File: config.mk
export PLATFORM = sky130hd
export DESIGN_NAME = fdre_delay_line
export DESIGN_NICKNAME = d
export VERILOG_FILES = /design/src/rtl/fdre_delay_line.sv
export SDC_FILE = /design/constraint.sdc
export NUM_CORES = 1
export LEC_CHECK = 0
export CORE_ASPECT_RATIO = 0.7
export CORE_UTILIZATION = 43
export CTS_BUF_LIST = sky130_fd_sc_hd__clkbuf_2 sky130_fd_sc_hd__clkbuf_4 sky130_fd_sc_hd__clkbuf_8
export DETAILED_ROUTE_END_ITERATION = 12
export PLACE_DENSITY = 0.68
export SLEW_MARGIN = 20
export SYNTH_ARGS = -nofsm -noshare
export SYNTH_HDL_FRONTEND = slang
export SYNTH_SLANG_ARGS = --single-unit
File: constraint.sdc
create_clock -name C -period 1.7 [get_ports C]
set_input_delay 0.17 -clock C [delete_from_list [all_inputs] [get_ports C]]
set_output_delay 0.17 -clock C [all_outputs]
set_load 0.1 [all_outputs]
File: src/rtl/fdre_delay_line.sv
// fdre_delay_line: WIDTH x DEPTH clock-enabled shift chain with sync reset to SRVAL, power-up INIT, dynamic tap and fill flag
module fdre_delay_line #(
  parameter int WIDTH = 8,
  parameter int DEPTH = 4,
  localparam int AW = (DEPTH > 1) ? $clog2(DEPTH) : 1,
  parameter logic [WIDTH*DEPTH-1:0] INIT = '0,
  parameter logic [WIDTH-1:0] SRVAL = '0,
  parameter logic IS_C_INVERTED = 1'b0,
  parameter logic [WIDTH-1:0] IS_D_INVERTED = '0,
  parameter logic IS_R_INVERTED = 1'b0
) (
  input  logic             C,
  input  logic             R,
  input  logic             CE,
  input  logic [WIDTH-1:0] D,
  input  logic [AW-1:0]    A,
  output logic [WIDTH-1:0] Q,
  output logic [WIDTH-1:0] Q_LAST,
  output logic             FILL
);
  localparam int CW = $clog2(DEPTH + 1);
  localparam logic [AW-1:0] LAST = AW'(DEPTH - 1);
  localparam logic [CW-1:0] FULL = CW'(DEPTH);
  logic clk, rst;
  logic [WIDTH*DEPTH-1:0] stage_q = INIT;
  logic [WIDTH*DEPTH-1:0] stage_d;
  logic [WIDTH*(DEPTH+1)-1:0] shift;
  logic [CW-1:0] cnt_q = '0;
  logic [CW-1:0] cnt_d;
  logic [AW-1:0] sel;
  assign clk = C ^ IS_C_INVERTED;
  assign rst = R ^ IS_R_INVERTED;
  always_comb begin
    shift = {stage_q, D ^ IS_D_INVERTED};
    stage_d = rst ? {DEPTH{SRVAL}} : CE ? shift[WIDTH*DEPTH-1:0] : stage_q;
    cnt_d = rst ? '0 : (CE && cnt_q != FULL) ? cnt_q + 1'b1 : cnt_q;
    sel = (A > LAST) ? LAST : A;
  end
  always_ff @(posedge clk) begin
    stage_q <= stage_d;
    cnt_q <= cnt_d;
  end
  assign Q = stage_q[sel*WIDTH +: WIDTH];
  assign Q_LAST = stage_q[WIDTH*DEPTH-1 -: WIDTH];
  assign FILL = (cnt_q == FULL);
endmodule

==> results of run 1 <==
cell families (layout without fill, tap and decap cells):
logic type | after synthesis | in the layout | synth area share, %
AND/OR/NAND/NOR | 39 | 39 | 10.32
multiplexers | 42 | 42 | 32.86
flip-flops | 35 | 35 | 44.13
adder cells (fa/ha/maj) | 2 | 2 | 1.576
AO/OA/AOI/OAI | 2 | 2 | 1.497
buffers and inverters | 20 | 47 | 9.613
state kept, by name, summed over array words and instances (netlist names):
signal   cells
cnt_q        3
stage_q     32
tightest hold or removal path, cell delays in order:
cell,delay (ns)
buf_2,0.12
a21boi_4,0.14
mux2i_1,0.11
layer usage:
metal / vias to the layer above / global-route usage [%]
li1: 520 / -
met1: 501 / 20.71
met2: 24 / 24.77
met3: 5 / 5.000
met4: 0 / 7.547
met5: - / 0
worst paths after layout:
| check | from | endpoint | cells after the start |
|---|---|---|---|
| min | CE | cnt_q[1] | 3 |
| min reg2reg | cnt_q[1] | cnt_q[1] | 2 |
| max | stage_q[25] | Q[1] | 2 |
| max reg2reg | cnt_q[0] | cnt_q[0] | 4 |
per-stage QoR:
stage | worst slack, ns | instance area (um^2) | TNS, ns | hold WS (ns) | cells
final | 0.2167 | 2032 | 0 | 0.3146 | 217
after global routing | 0.1155 | 2032 | 0 | 0.3168 | 217
after CTS | 0.2066 | 2032 | 0 | 0.3187 | 217
after detailed placement | -0.02134 | 1946 | -0.1465 | 0.4939 | 209
after global placement | -0.01298 | 1946 | -0.05452 | 0.4784 | 209
after floorplan | 0.1903 | 1588 | 0 | 0.3172 | 140
cells in the final DEF (no fill, tap or decap), types with 5 or more instances in the layout:
cell,netlist,layout
nor2_1,33,33
mux2i_1,33,33
dfxtp_1,35,35
buf_4,8,14
mux4_2,8,8
clkdlybuf4s50_1,0,9
clkbuf_8,0,5
buf_12,0,11
layout make-up:
| type | count | area [um^2] | share of cell area [%] |
|---|---|---|---|
| Timing Repair Buffer | 37 | 437.9 | 21.55 |
| Inverter | 2 | 7.507 | 0.3695 |
| Clock inverter | 1 | 5.005 | 0.2463 |
| Clock buffer | 7 | 83.83 | 4.126 |
| Multi-Input combinational cell | 85 | 734.5 | 36.15 |
| Tap cell | 50 | 62.56 | 3.079 |
| Sequential cell | 35 | 700.7 | 34.48 |
Yosys cell counts:
cell type / n / share of area [%]
and2_1: 1 / 0.39
nor2_1: 33 / 7.8
mux2_2: 1 / 0.71
a21boi_4: 1 / 1.2
a21oi_1: 1 / 0.31
nor3_1: 1 / 0.31
mux2i_1: 33 / 21
buf_6: 6 / 4.3
buf_4: 8 / 3.8
dfxtp_1: 35 / 44
buf_1: 1 / 0.24
and4b_1: 1 / 0.63
inv_1: 2 / 0.47
ha_1: 2 / 1.6
buf_2: 2 / 0.63
mux4_2: 8 / 11
nand2b_1: 2 / 0.79
nor2b_1: 1 / 0.39
clkbuf_1: 1 / 0.24
report_power, final:
group	switching [W]	total, W	internal (W)	leakage, nW
clock network	0.000278	0.000597	0.000319	0.0491
logic	0.000151	0.000284	0.000132	0.564
registers	0.0000216	0.000869	0.000848	0.285
==> run summary, run 1 <==
status: finished clean
post-synthesis register bit count: 35
row cnt: 18
classification of the worst-slack hold path: in -> reg
total global-route track usage: 16.16%
via count: 1050
Final nets: 181
Clock Sink Count: 35
Port-buffer cells: 29
I/O pin cnt: 30
number of max-cap violations: 0
DR vias/cell: 4.839
crit path DAT: 1.31 ns
Synthesized Nets: 155
total gr overflow: 0
Post-CTS Hold Buffers: 0
P_leak: 0.8976 nW
antenna cells: 0
CTS tree: done
Max Clk Rate: 674.2 MHz
Post-Synthesis Cells: 140
Skew-Pair Late Insertion Delay: 0.28 ns
H-tree lvl count: 2
post-synth cell types: 19
routability cong.: 0.7300
Crit. End Element: output port
Layout fillers: 299
CORE AREA: 3536 um^2
clk_skew: 0.006774 ns
initial antenna violation count: 0
Syn Area/Cell: 11.34 um^2
slowest CP cell: mux4_2
post-CTS setup buffer count: 0
PwrDens: 861.1 nW/um^2
CP Class: reg -> out
first-pass GRT wire length: 4588 um
post_cts resized: 2
DR WL met2: 1218 um
largest net degree at the start of global routing: 19
CP bufs+invs: 1
Clock Path Buffers: 2
final hold vios: 0
Max VDD drop: 0.0004453 V
Tcrit/Tclk final: 87.25%
TritonCTS Buffers: 5
critical path's top delay family: multiplexers
final wirelength: 2794 um
CP Max Fanout: 3
max layer used: met4
YS warnings: 0
DP HPWL: 1960 um
vias in the first global route: 1014
DRC viols: 0
max-slew violation count: 0
Die X: 74.63 um
unrepaired setup endpoints after global routing: no
Worst-path clk slew: 0.07 ns
fin util: 57.47%
Final Critical Period: 1.483 ns
Worst slew margin: 81.76%
CP Cell Sequence: mux4_2, buf_12
synthesis-to-layout area growth: 27.97%
root buffer cell: clkbuf_8
DR WL/cell: 12.88 um
M1 WL: 1371 um
Syn Std Cell Area: 1588 um^2
Reg2Reg Setup Slack: 0.40 ns
actual slew at the worst max-slew pin: 0.2736 ns
starting density of the core: 44.90%
layout cells sized above 1: 26.35%
die area: 3943 um^2
total power: 0.001750 W
die height: 52.84 um
1st-iter DRT viols: 38
antenna viol nets, final: 0
critical path's largest stage delay: 0.51 ns
First-pass DRT Iterations: 2
met3 WL: 162 um
sequential cell area fraction in the yosys report: 44.13%
CP Data Required Time: 1.53 ns
final setup violation count: 0
startpoint types: flop
No activity file was read; power rests on OpenSTA's default activity.
==> run 2: changes to the inputs <==
- DONT_BUFFER_PORTS: unset -> 1
- PLACE_DENSITY: 0.68 -> unset
- PLACE_DENSITY_LB_ADDON: unset -> 0.25
==> run 2 against run 1 <==
Against the previous run:
- first-iteration DRC count is 39% lower
- count of clock-buffer cells in the layout rose by 1
- hold slack worse by 0.28 ns
- utilization is 5.0 points lower
- die area stayed put
- maximum frequency shrank 1.1%
- via count is 5.4% lower
- critical path type unchanged
- highest routed layer unchanged
==> run summary, run 2 (synthesized netlist as in run 1, its figures left out) <==
DP HPWL: 1822 um
routability cong.: 0.6557
Crit. End Element: output port
fin util: 52.51%
root buffer cell: clkbuf_8
Reg-to-Reg End: cnt_q[0]
CTS tree: done
dpl ws: 0.4071 ns
TritonCTS Buffers: 5
CP Class: reg -> out
final hold vios: 0
clk_skew: 0.003241 ns
CORE AREA: 3536 um^2
antenna cells: 0
first-pass GRT wire length: 4319 um
die height: 52.84 um
PwrDens: 939.3 nW/um^2
classification of the worst-slack hold path: in -> reg
status: finished clean
max-slew violation count: 0
Die X: 74.63 um
critical path's largest stage delay: 0.37 ns
post-route setup slack: 0.2003 ns
Final Critical Period: 1.500 ns
post_cts resized: 0
DR vias/cell: 5.015
final setup violation count: 0
H-tree lvl count: 2
crit path DAT: 1.33 ns
P_leak: 0.8129 nW
hold_ws: 0.03885 ns
Port-buffer cells: 0
Reg2Reg Setup Slack: 0.40 ns
DRC viols: 0
Tcrit/Tclk final: 88.22%
CP Data Required Time: 1.53 ns
Worst slew margin: 80.48%
TNS Setup: 0 ns
max reg flops: 32
most flop-heavy register: stage_q
I/O pin cnt: 30
Max VDD drop: 0.0004037 V
Worst R2R Start: cnt_q[0]
commonest non-fill, non-tap cell in the layout: dfxtp_1
FF-to-FF path depth: 4
Crit. Startpoint: cnt_q[0]
synthesis-to-layout area growth: 16.94%
CP Cell Sequence: inv_1, ha_1, and2_1, buf_4
largest net degree at the start of global routing: 36
First-pass DRT Iterations: 4
initial antenna violation count: 0
antenna viol nets, final: 0
Clock Path Buffers: 2
starting density of the core: 44.90%
via count: 993
Max Clk Rate: 666.8 MHz
top flop regs: stage_q (32), cnt_q (3)
Final nets: 162
unrepaired setup endpoints after global routing: no
total power: 0.001744 W
actual slew at the worst max-slew pin: 0.2927 ns
slowest CP cell: dfxtp_1
vias in the first global route: 943
crit path to: FILL
total gr overflow: 0
row cnt: 18
number of max-cap violations: 0
Clock Sink Count: 35
die area: 3943 um^2
total global-route track usage: 15.64%
startpoint types: flop
layout cells sized above 1: 24.32%
Worst-path clk slew: 0.07 ns
most frequent cells in the layout: dfxtp_1, mux2i_1, nor2_1
CP Max Fanout: 4
Skew-Pair Late Insertion Delay: 0.28 ns
final wirelength: 2785 um
DR WL/cell: 14.07 um
Layout fillers: 333
1st-iter DRT viols: 23
run 2: layer usage:
metal / track usage (%) / share of wire [%]
met5: 0 / 0
met4: 7.547 / 1.3
met3: 6.346 / 5.8
met2: 25.98 / 47
met1: 17.42 / 46
run 2: worst min-delay path by stage:
| stage | from | slack (ns) | to | cells past startpoint |
|---|---|---|---|---|
| floorplan | D[0] | 0.32 | stage_q[0] | 2 |
| global placement | R | 0.25 | stage_q[3] | 1 |
| detailed placement | R | 0.25 | stage_q[8] | 1 |
| CTS | D[0] | 0.03 | stage_q[0] | 2 |
| global route | D[4] | 0.03 | stage_q[4] | 2 |
| finish | D[3] | 0.04 | stage_q[3] | 2 |
run 2: stage by stage:
stage / area, um^2 / std cells
after global routing: 1857 / 198
after detailed placement: 1733 / 189
after global placement: 1733 / 189
final: 1857 / 198
after floorplan: 1588 / 140
after CTS: 1857 / 198
run 2: area by class of cell:
class	count	area, um^2	area share, %
tap	50	62.56	3.369
inverter	2	7.507	0.4043
clock buffer	8	103.9	5.593
sequential	35	700.7	37.74
timing repair buffer	18	247.7	13.34
multi-input combinational	85	734.5	39.56
run 2: repair_timing:
item	CTS	global route
setup buffers	0	0
hold buffers	1	0
endpoints found under the hold margin	33	0
run 2: report_power, final:
part / switching, W / internal, W / leakage, nW
clock: 0.000276 / 0.000385 / 0.0549
combinational: 0.000115 / 0.0000987 / 0.473
sequential: 0.0000207 / 0.000848 / 0.285
total: 0.000412 / 0.00133 / 0.813
run 2: critical path, delay by kind of cell, from the launching register on:
family,cells,cell delay [ns]
adder cells (fa/ha/maj),1,0.24
flip-flops,1,0.37
buffers and inverters,2,0.27
AND/OR/NAND/NOR,1,0.17
==> run 3: changes to the inputs <==
- CORE_UTILIZATION: 43 -> 25
==> run 3 against run 2 <==
Against the previous run:
- count of clock-buffer cells in the layout decreased by 1
- hold slack gained 0.0084 ns
- flip-flop and latch count unchanged
- wire length up 7.9%
- clock power down 11%
- clock skew fell by 0.0024 ns
- total power fell by 4.1%
- worst setup slack got worse by 0.012 ns
- sequential share of layout area decreased by 0.33 points
- combinational power hardly changed
- critical path type unchanged
- largest cell class unchanged
- largest power group unchanged
- highest routed layer unchanged
==> run summary, run 3 (synthesized netlist as in run 1, its figures left out) <==
most flop-heavy register: stage_q
DP HPWL: 2169 um
final wirelength: 3004 um
Layout fillers: 605
Skew-Pair Late Insertion Delay: 0.27 ns
I/O pin cnt: 30
Clock Sink Count: 35
TNS Setup: 0 ns
post-route cell area: 1873 um^2
P_leak: 0.8070 nW
slowest CP cell: dfxtp_1
Worst slew margin: 80.53%
Post-Place Cells: 214
DR WL met2: 1515 um
post_cts resized: 0
initial antenna violation count: 0
H-tree lvl count: 2
placed cell area: 1764 um^2
starting density of the core: 26.78%
TritonCTS Buffers: 5
Worst-path clk slew: 0.07 ns
startpoint types: flop
Max Clk Rate: 661.3 MHz
M1 WL: 1208 um
DR WL/cell: 13.47 um
CP Class: reg -> out
layout cells sized above 1: 24.32%
Layout Cells excl Fill: 223
vias in the first global route: 1077
DR vias/cell: 4.430
Tcrit/Tclk final: 88.95%
1st-iter DRT viols: 15
critical path's largest stage delay: 0.37 ns
largest net degree at the start of global routing: 36
met3 WL: 269 um
die area: 6679 um^2
CP bufs+invs: 2
most frequent cells in the layout: dfxtp_1, mux2i_1, nor2_1
first-pass GRT wire length: 4954 um
Max VDD drop: 0.0003642 V
CORE AREA: 5928 um^2
register area: 700.7 um^2
CP Data Required Time: 1.53 ns
unrepaired setup endpoints after global routing: no
Final nets: 162
Reg2Reg Setup Slack: 0.39 ns
root buffer cell: clkbuf_8
via count: 988
crit path DAT: 1.34 ns
die height: 68.68 um
antenna cells: 0
Crit. End Element: output port
CP Cell Sequence: inv_1, ha_1, and2_1, buf_4
Clock Path Buffers: 2
First-pass DRT Iterations: 4
total gr overflow: 0
status: finished clean
synthesis-to-layout area growth: 17.97%
total global-route track usage: 9.903%
max-slew violation count: 0
actual slew at the worst max-slew pin: 0.2920 ns
commonest non-fill, non-tap cell in the layout: dfxtp_1
top flop regs: stage_q (32), cnt_q (3)
number of max-cap violations: 0
max reg flops: 32
antenna viol nets, final: 0
Final Critical Period: 1.512 ns
classification of the worst-slack hold path: in -> reg
Multi-input gate area: 734.5 um^2
clk_skew: 0.0008398 ns
final hold vios: 0
routability cong.: 0.6110
max layer used: met4
CP Max Fanout: 4
PwrDens: 893.0 nW/um^2
Die X: 97.25 um
row cnt: 23
DRC viols: 0
critical path's top delay family: flip-flops
final setup violation count: 0
CTS tree: done
Port-buffer cells: 0
-- run 3: cell types whose count changed in the layout (fill, tap and decap cells not counted), sizes merged --
cell,change
clkbuf,-1
clkinv,+1
-- run 3: worst paths after layout --
check | depth (start not counted) | from | to
worst max-delay path | 4 | cnt_q[0] | FILL
worst min-delay path | 2 | D[7] | stage_q[7]
worst max register to register | 4 | cnt_q[0] | cnt_q[0]
worst min register to register | 2 | cnt_q[1] | cnt_q[1]
-- run 3: worst register-to-register path, stage by stage (launching register included) --
cell	delay [ns]
dfxtp_1	0.37
inv_1	0.06
ha_1	0.24
a21boi_4	0.19
mux2_2	0.34
-- run 3: through the flow --
step	setup slack (ns)	hold WS (ns)	util (%)	total power, W
after detailed placement	0.3915	0.2478	29.76	0.001087
after global routing	0.1069	0.05424	31.60	0.001752
after CTS	0.1652	0.03974	31.60	0.001703
final	0.1879	0.04721	31.60	0.001673
after floorplan	0.1903	0.3172	-	0.001083
after global placement	0.4580	0.2472	29.76	0.001078
-- run 3: layer usage --
| layer | GRT usage (%) | vias up |
|---|---|---|
| met3 | 5.141 | 2 |
| met5 | 0 | - |
| met1 | 9.994 | 480 |
| li1 | - | 482 |
| met4 | 3.309 | 0 |
| met2 | 18.22 | 24 |
-- run 3: power by group --
| group | internal (W) | total, W | leakage [nW] | switching, W |
|---|---|---|---|---|
| sequential | 0.000848 | 0.000868 | 0.285 | 0.0000207 |
| combinational | 0.0000988 | 0.000215 | 0.473 | 0.000116 |
| clock | 0.000319 | 0.000590 | 0.0491 | 0.000271 |
-- run 3: timing repair --
item / in CTS / in global routing
hold buffers: 1 / 0
hold endpoints to repair: 33 / 0
buffers inserted: 0 / 0
setup endpoints to repair: 0 / 0
-- run 3: cell type report --
type	instances	area share, %
clock buffers	7	4.476
flip-flops and latches	35	37.41
multi-input cells	85	39.21
repair buffers	18	13.23
well taps	75	5.010
clock inverters	1	0.2672
inverters	2	0.4008
